[config.mk]
export PLATFORM = sky130hd
export DESIGN_NAME = glitch_sequencer
export DESIGN_NICKNAME = d
export VERILOG_FILES = /design/src/rtl/glitch_pkg.sv /design/src/rtl/trig_sync.sv /design/src/rtl/glitch_sequencer.sv
export SDC_FILE = /design/constraint.sdc
export NUM_CORES = 1
export LEC_CHECK = 0
export CORE_MARGIN = 3
export CORE_UTILIZATION = 56
export DETAILED_ROUTE_END_ITERATION = 8
export PLACE_DENSITY_LB_ADDON = 0.12
export SETUP_SLACK_MARGIN = 0.05
export SKIP_CTS_REPAIR_TIMING = 1
export SLEW_MARGIN = 20
export SYNTH_ARGS = -nofsm -noshare
export SYNTH_HDL_FRONTEND = slang
export SYNTH_SLANG_ARGS = --single-unit
[constraint.sdc]
create_clock -name CLK -period 3.03 [get_ports CLK]
set_input_delay 0.4545 -clock CLK [delete_from_list [all_inputs] [get_ports CLK]]
set_output_delay 0.4545 -clock CLK [all_outputs]
set_load 0.1 [all_outputs]
[src/rtl/glitch_pkg.sv]
// rtl/glitch_pkg.sv - shared state encoding, default widths and width helper for the glitch sequencer
package glitch_pkg;

    localparam int DEF_DELAY_W = 32;
    localparam int DEF_WIDTH_W = 16;
    localparam int DEF_GAP_W   = 16;
    localparam int DEF_COUNT_W = 8;

    typedef enum logic [2:0] {
        ST_IDLE  = 3'd0,
        ST_ARMED = 3'd1,
        ST_DELAY = 3'd2,
        ST_PULSE = 3'd3,
        ST_GAP   = 3'd4
    } state_t;

    // Width of the shared down-counter: wide enough for any of the three intervals.
    function automatic int max3(input int a, input int b, input int c);
        int m;
        m = (a > b) ? a : b;
        return (m > c) ? m : c;
    endfunction

endpackage

[src/rtl/trig_sync.sv]
// rtl/trig_sync.sv - two-flop synchronizer plus registered rising-edge detector for the target trigger
//
// Ports:
//   clk_i    sequencer clock
//   rst_ni   asynchronous active-low reset
//   trig_i   asynchronous trigger from the target
//   rise_o   one-cycle pulse, high after the third edge that sees trig_i high
module trig_sync (
    input  logic clk_i,
    input  logic rst_ni,
    input  logic trig_i,
    output logic rise_o
);

    logic sync1_q;
    logic sync2_q;
    logic prev_q;
    logic rise_q;

    always_ff @(posedge clk_i or negedge rst_ni) begin
        if (!rst_ni) begin
            sync1_q <= 1'b0;
            sync2_q <= 1'b0;
            prev_q  <= 1'b0;
            rise_q  <= 1'b0;
        end else begin
            sync1_q <= trig_i;
            sync2_q <= sync1_q;
            prev_q  <= sync2_q;
            // Registered so the FSM consumes the edge at a fixed point after the trigger.
            rise_q  <= sync2_q & ~prev_q;
        end
    end

    assign rise_o = rise_q;

endmodule

[src/rtl/glitch_sequencer.sv]
// rtl/glitch_sequencer.sv - lock-gated fault-injection pulse train sequencer
//
// Ports:
//   CLK      PLL output clock, sole clock
//   RESETN   asynchronous active-low reset
//   LOCKED   PLL lock; any active train is cut when it drops
//   ARM      latch DELAY/WIDTH/GAP/COUNT and wait for a trigger
//   ABORT    return to idle, highest priority
//   TRIGGER  asynchronous target trigger (rising edge starts the train)
//   DELAY/WIDTH/GAP/COUNT  train configuration, sampled only on accepted ARM
//   GLITCH   registered glitch pulse output
//   ARMED    waiting for trigger
//   BUSY     delay, pulse or gap in progress
//   DONE     one-cycle completion strobe
//   UNLOCK   sticky lock-loss flag, cleared by accepted ARM
module glitch_sequencer
    import glitch_pkg::*;
#(
    parameter int DELAY_W = DEF_DELAY_W,
    parameter int WIDTH_W = DEF_WIDTH_W,
    parameter int GAP_W   = DEF_GAP_W,
    parameter int COUNT_W = DEF_COUNT_W
) (
    input  logic               CLK,
    input  logic               RESETN,
    input  logic               LOCKED,
    input  logic               ARM,
    input  logic               ABORT,
    input  logic               TRIGGER,
    input  logic [DELAY_W-1:0] DELAY,
    input  logic [WIDTH_W-1:0] WIDTH,
    input  logic [GAP_W-1:0]   GAP,
    input  logic [COUNT_W-1:0] COUNT,
    output logic               GLITCH,
    output logic               ARMED,
    output logic               BUSY,
    output logic               DONE,
    output logic               UNLOCK
);

    localparam int CNT_W = max3(DELAY_W, WIDTH_W, GAP_W);

    state_t             state_q;
    logic [CNT_W-1:0]   cnt_q;
    logic [COUNT_W-1:0] pulses_left_q;
    logic [DELAY_W-1:0] cfg_delay_q;
    logic [WIDTH_W-1:0] cfg_width_m1_q;
    logic [GAP_W-1:0]   cfg_gap_m1_q;
    logic [COUNT_W-1:0] cfg_count_q;
    logic               glitch_q;
    logic               armed_q;
    logic               busy_q;
    logic               done_q;
    logic               unlock_q;
    logic               trig_rise;

    // Zero-valued width/gap/count behave as one; intervals are stored minus one
    // because the loading edge itself is the first cycle of the interval.
    logic [WIDTH_W-1:0] width_m1;
    logic [GAP_W-1:0]   gap_m1;
    logic [COUNT_W-1:0] count_n;

    assign width_m1 = (WIDTH == '0) ? '0 : WIDTH - WIDTH_W'(1);
    assign gap_m1   = (GAP == '0)   ? '0 : GAP - GAP_W'(1);
    assign count_n  = (COUNT == '0) ? COUNT_W'(1) : COUNT;

    trig_sync u_trig_sync (
        .clk_i  (CLK),
        .rst_ni (RESETN),
        .trig_i (TRIGGER),
        .rise_o (trig_rise)
    );

    always_ff @(posedge CLK or negedge RESETN) begin
        if (!RESETN) begin
            state_q        <= ST_IDLE;
            cnt_q          <= '0;
            pulses_left_q  <= '0;
            cfg_delay_q    <= '0;
            cfg_width_m1_q <= '0;
            cfg_gap_m1_q   <= '0;
            cfg_count_q    <= '0;
            glitch_q       <= 1'b0;
            armed_q        <= 1'b0;
            busy_q         <= 1'b0;
            done_q         <= 1'b0;
            unlock_q       <= 1'b0;
        end else begin
            done_q <= 1'b0;
            if (ABORT) begin
                state_q  <= ST_IDLE;
                glitch_q <= 1'b0;
                armed_q  <= 1'b0;
                busy_q   <= 1'b0;
            end else if ((state_q != ST_IDLE) && !LOCKED) begin
                state_q  <= ST_IDLE;
                glitch_q <= 1'b0;
                armed_q  <= 1'b0;
                busy_q   <= 1'b0;
                unlock_q <= 1'b1;
            end else begin
                case (state_q)
                    ST_IDLE: begin
                        if (ARM && LOCKED) begin
                            cfg_delay_q    <= DELAY;
                            cfg_width_m1_q <= width_m1;
                            cfg_gap_m1_q   <= gap_m1;
                            cfg_count_q    <= count_n;
                            unlock_q       <= 1'b0;
                            armed_q        <= 1'b1;
                            state_q        <= ST_ARMED;
                        end
                    end
                    ST_ARMED: begin
                        if (trig_rise) begin
                            cnt_q         <= CNT_W'(cfg_delay_q);
                            pulses_left_q <= cfg_count_q;
                            armed_q       <= 1'b0;
                            busy_q        <= 1'b1;
                            state_q       <= ST_DELAY;
                        end
                    end
                    ST_DELAY: begin
                        if (cnt_q == '0) begin
                            cnt_q    <= CNT_W'(cfg_width_m1_q);
                            glitch_q <= 1'b1;
                            state_q  <= ST_PULSE;
                        end else begin
                            cnt_q <= cnt_q - CNT_W'(1);
                        end
                    end
                    ST_PULSE: begin
                        if (cnt_q == '0) begin
                            glitch_q <= 1'b0;
                            if (pulses_left_q == COUNT_W'(1)) begin
                                busy_q  <= 1'b0;
                                done_q  <= 1'b1;
                                state_q <= ST_IDLE;
                            end else begin
                                cnt_q   <= CNT_W'(cfg_gap_m1_q);
                                state_q <= ST_GAP;
                            end
                        end else begin
                            cnt_q <= cnt_q - CNT_W'(1);
                        end
                    end
                    ST_GAP: begin
                        if (cnt_q == '0) begin
                            cnt_q         <= CNT_W'(cfg_width_m1_q);
                            pulses_left_q <= pulses_left_q - COUNT_W'(1);
                            glitch_q      <= 1'b1;
                            state_q       <= ST_PULSE;
                        end else begin
                            cnt_q <= cnt_q - CNT_W'(1);
                        end
                    end
                    default: begin
                        glitch_q <= 1'b0;
                        armed_q  <= 1'b0;
                        busy_q   <= 1'b0;
                        state_q  <= ST_IDLE;
                    end
                endcase
            end
        end
    end

    assign GLITCH = glitch_q;
    assign ARMED  = armed_q;
    assign BUSY   = busy_q;
    assign DONE   = done_q;
    assign UNLOCK = unlock_q;

endmodule
# Word level (Yosys, flattened, before mapping)
# Cells that the tools add are included.
[word_totals]
wordCells = 108
inputBits = 78
reg_bits = 124
[op_classes]
bitwise_logic = 4
n_addsub = 4
n_eq_ne = 16
n_reduce_logical = 25
muxes = 43
[op_table]
columns = ["operator", "count"]
rows = [
  ["$mux W32", 4],
  ["$pmux W32 S3", 1],
  ["$logic_not A16 Y1", 2],
  ["$logic_not A32 Y1", 1],
  ["$mux W16", 2],
  ["$sub A16 B1 Y16 const B", 2],
  ["$sub A32 B1 Y32 const B", 1],
  ["$mux W8", 3],
  ["$mux W1", 21],
  ["$mux W3", 7],
  ["$pmux W8 S2", 1],
  ["$ne A4 B4 Y1 const B", 3],
  ["$pmux W3 S4", 1],
  ["$reduce_and A4 Y1", 3],
  ["$reduce_and A5 Y1", 2],
  ["$ne A3 B1 Y1 const B", 3],
  ["$pmux W1 S3", 3],
  ["$reduce_and A3 Y1", 3],
  ["$eq A8 B1 Y1 const B", 1],
  ["$logic_not A8 Y1", 1],
  ["$sub A8 B1 Y8 const B", 1],
  ["$eq A3 B2 Y1 const B", 2],
  ["$reduce_bool A2 Y1", 3],
  ["$reduce_bool A3 Y1", 2],
  ["14 further kinds", 19],
]

# Logic depth before layout (Yosys ltp)
[depth]
word_depth = 6
ltp_mapped = 9
ltp_nobuf = 8

# Cells and area by module
# A second synthesis with hierarchy kept.
[unflattened]
cells_unflattened = 800
area_unflattened_um2 = 6770.2
[modules_own_cells]
columns = ["module", "area_each_um2", "seq_area_each_um2", "instances", "cells_each"]
rows = [
  ["glitch_sequencer", 6656.4, 3002.9, 1, 795],
  ["trig_sync", 113.9, 100.1, 1, 5],
]

# Worst setup path after synthesis
# No wires, ideal clock.
[synth_timing]
path_kind = "input -> register"
start = "in GAP[0]"
end = "reg cfg_gap_m1_q[11]"
setup_time_ps = 133
cell_stages = 8
path_slack_ps = 641
n_path_buf = 1
arrival_time_ps = 2255
path_cell_list = "inv_1 > ha_1 > or4b_1 > nor2_1 > nand2_1 > o31ai_1 > clkbuf_1 > o21ai_0"
[synth_via]
elab_chain_cells = 2
elab_cells_between_ends = 3
classes_between = "add/sub: 1; mux: 1; reduce/logical: 1"
[synth_rtl]
columns = ["element", "line_no", "source"]
rows = [
  ["start, declared", "glitch_sequencer.sv:32", "input logic [GAP_W-1:0] GAP,"],
  ["$sub A16 B1 Y16 or $logic_not A16 Y1 (tied branches)", "glitch_sequencer.sv:64", "assign gap_m1 = (GAP == '0) ? '0 : GAP - GAP_W'(1);"],
  ["$mux W16 (*)", "glitch_sequencer.sv:64", ""],
  ["end signal, assigned", "glitch_sequencer.sv:107", "cfg_gap_m1_q <= gap_m1;"],
  ["end, declared", "glitch_sequencer.sv:48", "logic [GAP_W-1:0] cfg_gap_m1_q;"],
]
# Every way passes the cells marked *; elsewhere a longest branch is shown, timed or not.
# A chain may end at the register's enable or synchronous reset.

# Worst setup path in the final report
[layout_timing]
start = "in GAP[1]"
end = "reg cfg_gap_m1_q[10]"
# Same word-level chain as after synthesis.

==> out/metrics.cfg <==
[min_path]
min_path_type=primary input to async pin

[timing]
worst_hold_slack_ns=0.1249
tightest_slew_ns=0.8278
final_hold_viol_count=0
finalClockSkew_ns=0.006211
drv_slew=0
fin_crit_sh=0.8412
rsz0062_at_grt=false
fmax_ghz=0.3923
layout_setup_ws_ns=0.4812
finalSetupViolCount=0
fin_setup_tns_ns=0
finalCriticalPeriod_ns=2.549
slew_headroom=0.4481

[pwr]
combPwrFrac=0.346
vdd_ir_drop_max_v=0.0006559
powerDensity_nw_per_um2=944.8
power.total_mw=8.033
seqPwrFrac=0.387
power.switching_mw=3.049
leakage_nw=3.672
switching_share=0.3796
internal_power_mw=4.984
clkPwrFrac=0.267

[die]
die-area_sq_um=13560
row_count=39
io_pins=83
die_h_microns=116.4
start_util=0.5856
core_sq_um=11660
fp.dieW_microns=116.4

[worst_setup_path]
r2r_cells=6
crit_family=simple AND/OR/NAND/NOR gates
critPathMaxFanout=14
crit_cells=10
endpoint_kind=flip-flop
cpPeakStageDelay_ns=0.55
crit_start=GAP[1]
path_buf_inv=3
required_ns=3.34
cp_data_arrival_time_ns=2.86
cp_slowest_cell=or4b_1
start_kind=primary input
worstReg2RegStart=state_q[2]
worstSetupPathType=primary input to flip-flop
crit_chain=clkdlybuf4s50_1 -> inv_1 -> ha_1 -> or4b_1 -> nor2_1 -> nand2_1 -> o31ai_1 -> buf_4 -> a21oi_1 -> a21o_1

[yosys]
synth-edff-count=0
yosys.area_share.simple=0.2530
synth_fp_nets=902
syn_inst=819
yosys-mux-area-fraction=0.02510
synth_warnings=0
async_reset_ff_frac=1.000
synth_top_family_by_area=simple AND/OR/NAND/NOR gates
synthDistinctLibCells=62
synth_area_sq_um=6829
synth-seq-cells=124
synth_fa_ha_area_frac=0.009161
synth-xor-area-share=0.03206
seq_area_frac_synth=0.4544
synth_ff_type=dfrtp_1
avgSynthCellArea_sq_um=8.338
synth_compound_area_frac=0.1916

[layout]
area_growth_pct=24.50
final_cell_mix=196 x nand2_1, 124 x dfrtp_1, 76 x clkdlybuf4s50_1, 66 x o21ai_0, 59 x a21oi_1
multiInputGateArea_sq_um=3511
n_fill_cell=893
fin_nets=986
final_common_cell=nand2_1
drive_above_1_share=0.08852
antenna_cells=0
register_area_sq_um=3103

[status]
status=complete, no violations

[detailed_routing]
vias=6448
drt-total-wl_microns=18570
avgRoutedWirePerCell_microns=17.55
ant_nets=0
drt-initial-drc-count=695
first_pass_iters=6
drc=0
via_per_inst=6.095

[clock_tree]
clk_latency_ns=0.42
cts_buffers=17
clk_pin_slew_worst_paths_ns=0.06
tritoncts=built
cts_buffer_depth=2
cts.htree.levels=4
cts.sinks=124
cts_root_buf=clkbuf_16

[place]
pre_cts_ws_ns=0.07089
gp_congestion=0.8931
hpwl_microns=12940
portBuffers=82

[global_routing]
grt_usage=0.2872
gr-total-overflow=0
grt_start_max_net_pins=64
grt_pass1_wl_microns=30210
grt_pass1_vias=6193
antenna_found_initial=0

[run]
drv_cap=0

## power by group through the flow
stage	logic (mW)	clock network (mW)	registers [mW]
6_report	2.78	2.15	3.11
2_1_floorplan	2.00	0	2.88
5_1_grt	3.13	2.25	3.20
3_3_place_gp	2.61	0	3.07
3_5_place_dp	2.72	0	3.10
4_1_cts	2.75	2.16	3.09
## sequential cells by signal (all words and copies together), names as in the netlist
signal and cells:
cfg_gap_m1_q 16, u_trig_sync.prev_q 1, GLITCH 1, cfg_count_q 8, cnt_q 32, DONE 1, ARMED 1, state_q 3
cfg_delay_q 32, u_trig_sync.sync2_q 1, UNLOCK 1, cfg_width_m1_q 16, pulses_left_q 8, u_trig_sync.sync1_q 1, u_trig_sync.rise_o 1, BUSY 1
## synthesized netlist by cell type, types with 6 or more instances
cell      number  area (sq um)
a21oi_1       59         295.3
a22o_1         6         52.55
a22oi_1        7         52.55
a31oi_1        8         50.05
and3_1         7         43.79
clkbuf_1      32         120.1
dfrtp_1      124          3103
inv_1         14         52.55
mux2i_1       16         160.2
nand2_1      196         735.7
nand3_1       12         60.06
nor2_1        56         210.2
nor2b_1        8         50.05
nor3_1        32         160.2
nor3b_1        6         45.04
nor4_1        12         75.07
o21ai_0       66         330.3
o21ai_1       17         85.08
o31ai_1       15         112.6
or4_1          6         45.04
xnor2_1       16         140.1
xor2_1         9         78.83
## per-layer routing
layer  global-route usage  vias up  routed length (microns)  share of wire
li1                     -     3073                        -              -
met1               0.3718     3053                     7829           0.42
met2               0.4649      267                     9026           0.49
met3              0.06114       55                     1155          0.062
met4               0.1299        0                      556          0.030
met5                    0        -                        0              0
## area by class of cell
cell class                 count  share of cell area
multi-input combinational    638              0.4130
sequential                   124              0.3650
timing repair buffer         108              0.1207
clock buffer                  25             0.06181
tap                          143             0.02104
clock inverter                 6             0.01236
inverter                      14            0.006181
## path summary, 6_finish.rpt
path	slack (ns)	end
worst max-delay path	0.48	cfg_gap_m1_q[10]
worst min-delay path	0.12	cnt_q[3]
worst max register to register	0.52	cnt_q[16]
worst min register to register	0.36	u_trig_sync.sync2_q
max in group asynchronous	2.08	cfg_delay_q[30]
min in group CLK	0.36	u_trig_sync.sync2_q
## cells by family after synthesis
logic type,Yosys count
AO/OA/AOI/OAI,219
XOR/XNOR,25
adder cells (fa/ha/maj),5
buffers and inverters,57
flip-flops,124
multiplexers,17
AND/OR/NAND/NOR,372
## through the flow
stage	util	cells	instance area [sq um]
final	0.7290	1058	8502
after global routing	0.7290	1058	8502
after CTS	0.7290	1058	8502
after detailed placement	0.6749	1027	7871
after global placement	0.6749	1027	7871
after floorplan	-	819	6829
(Power assumes the default switching activity.)
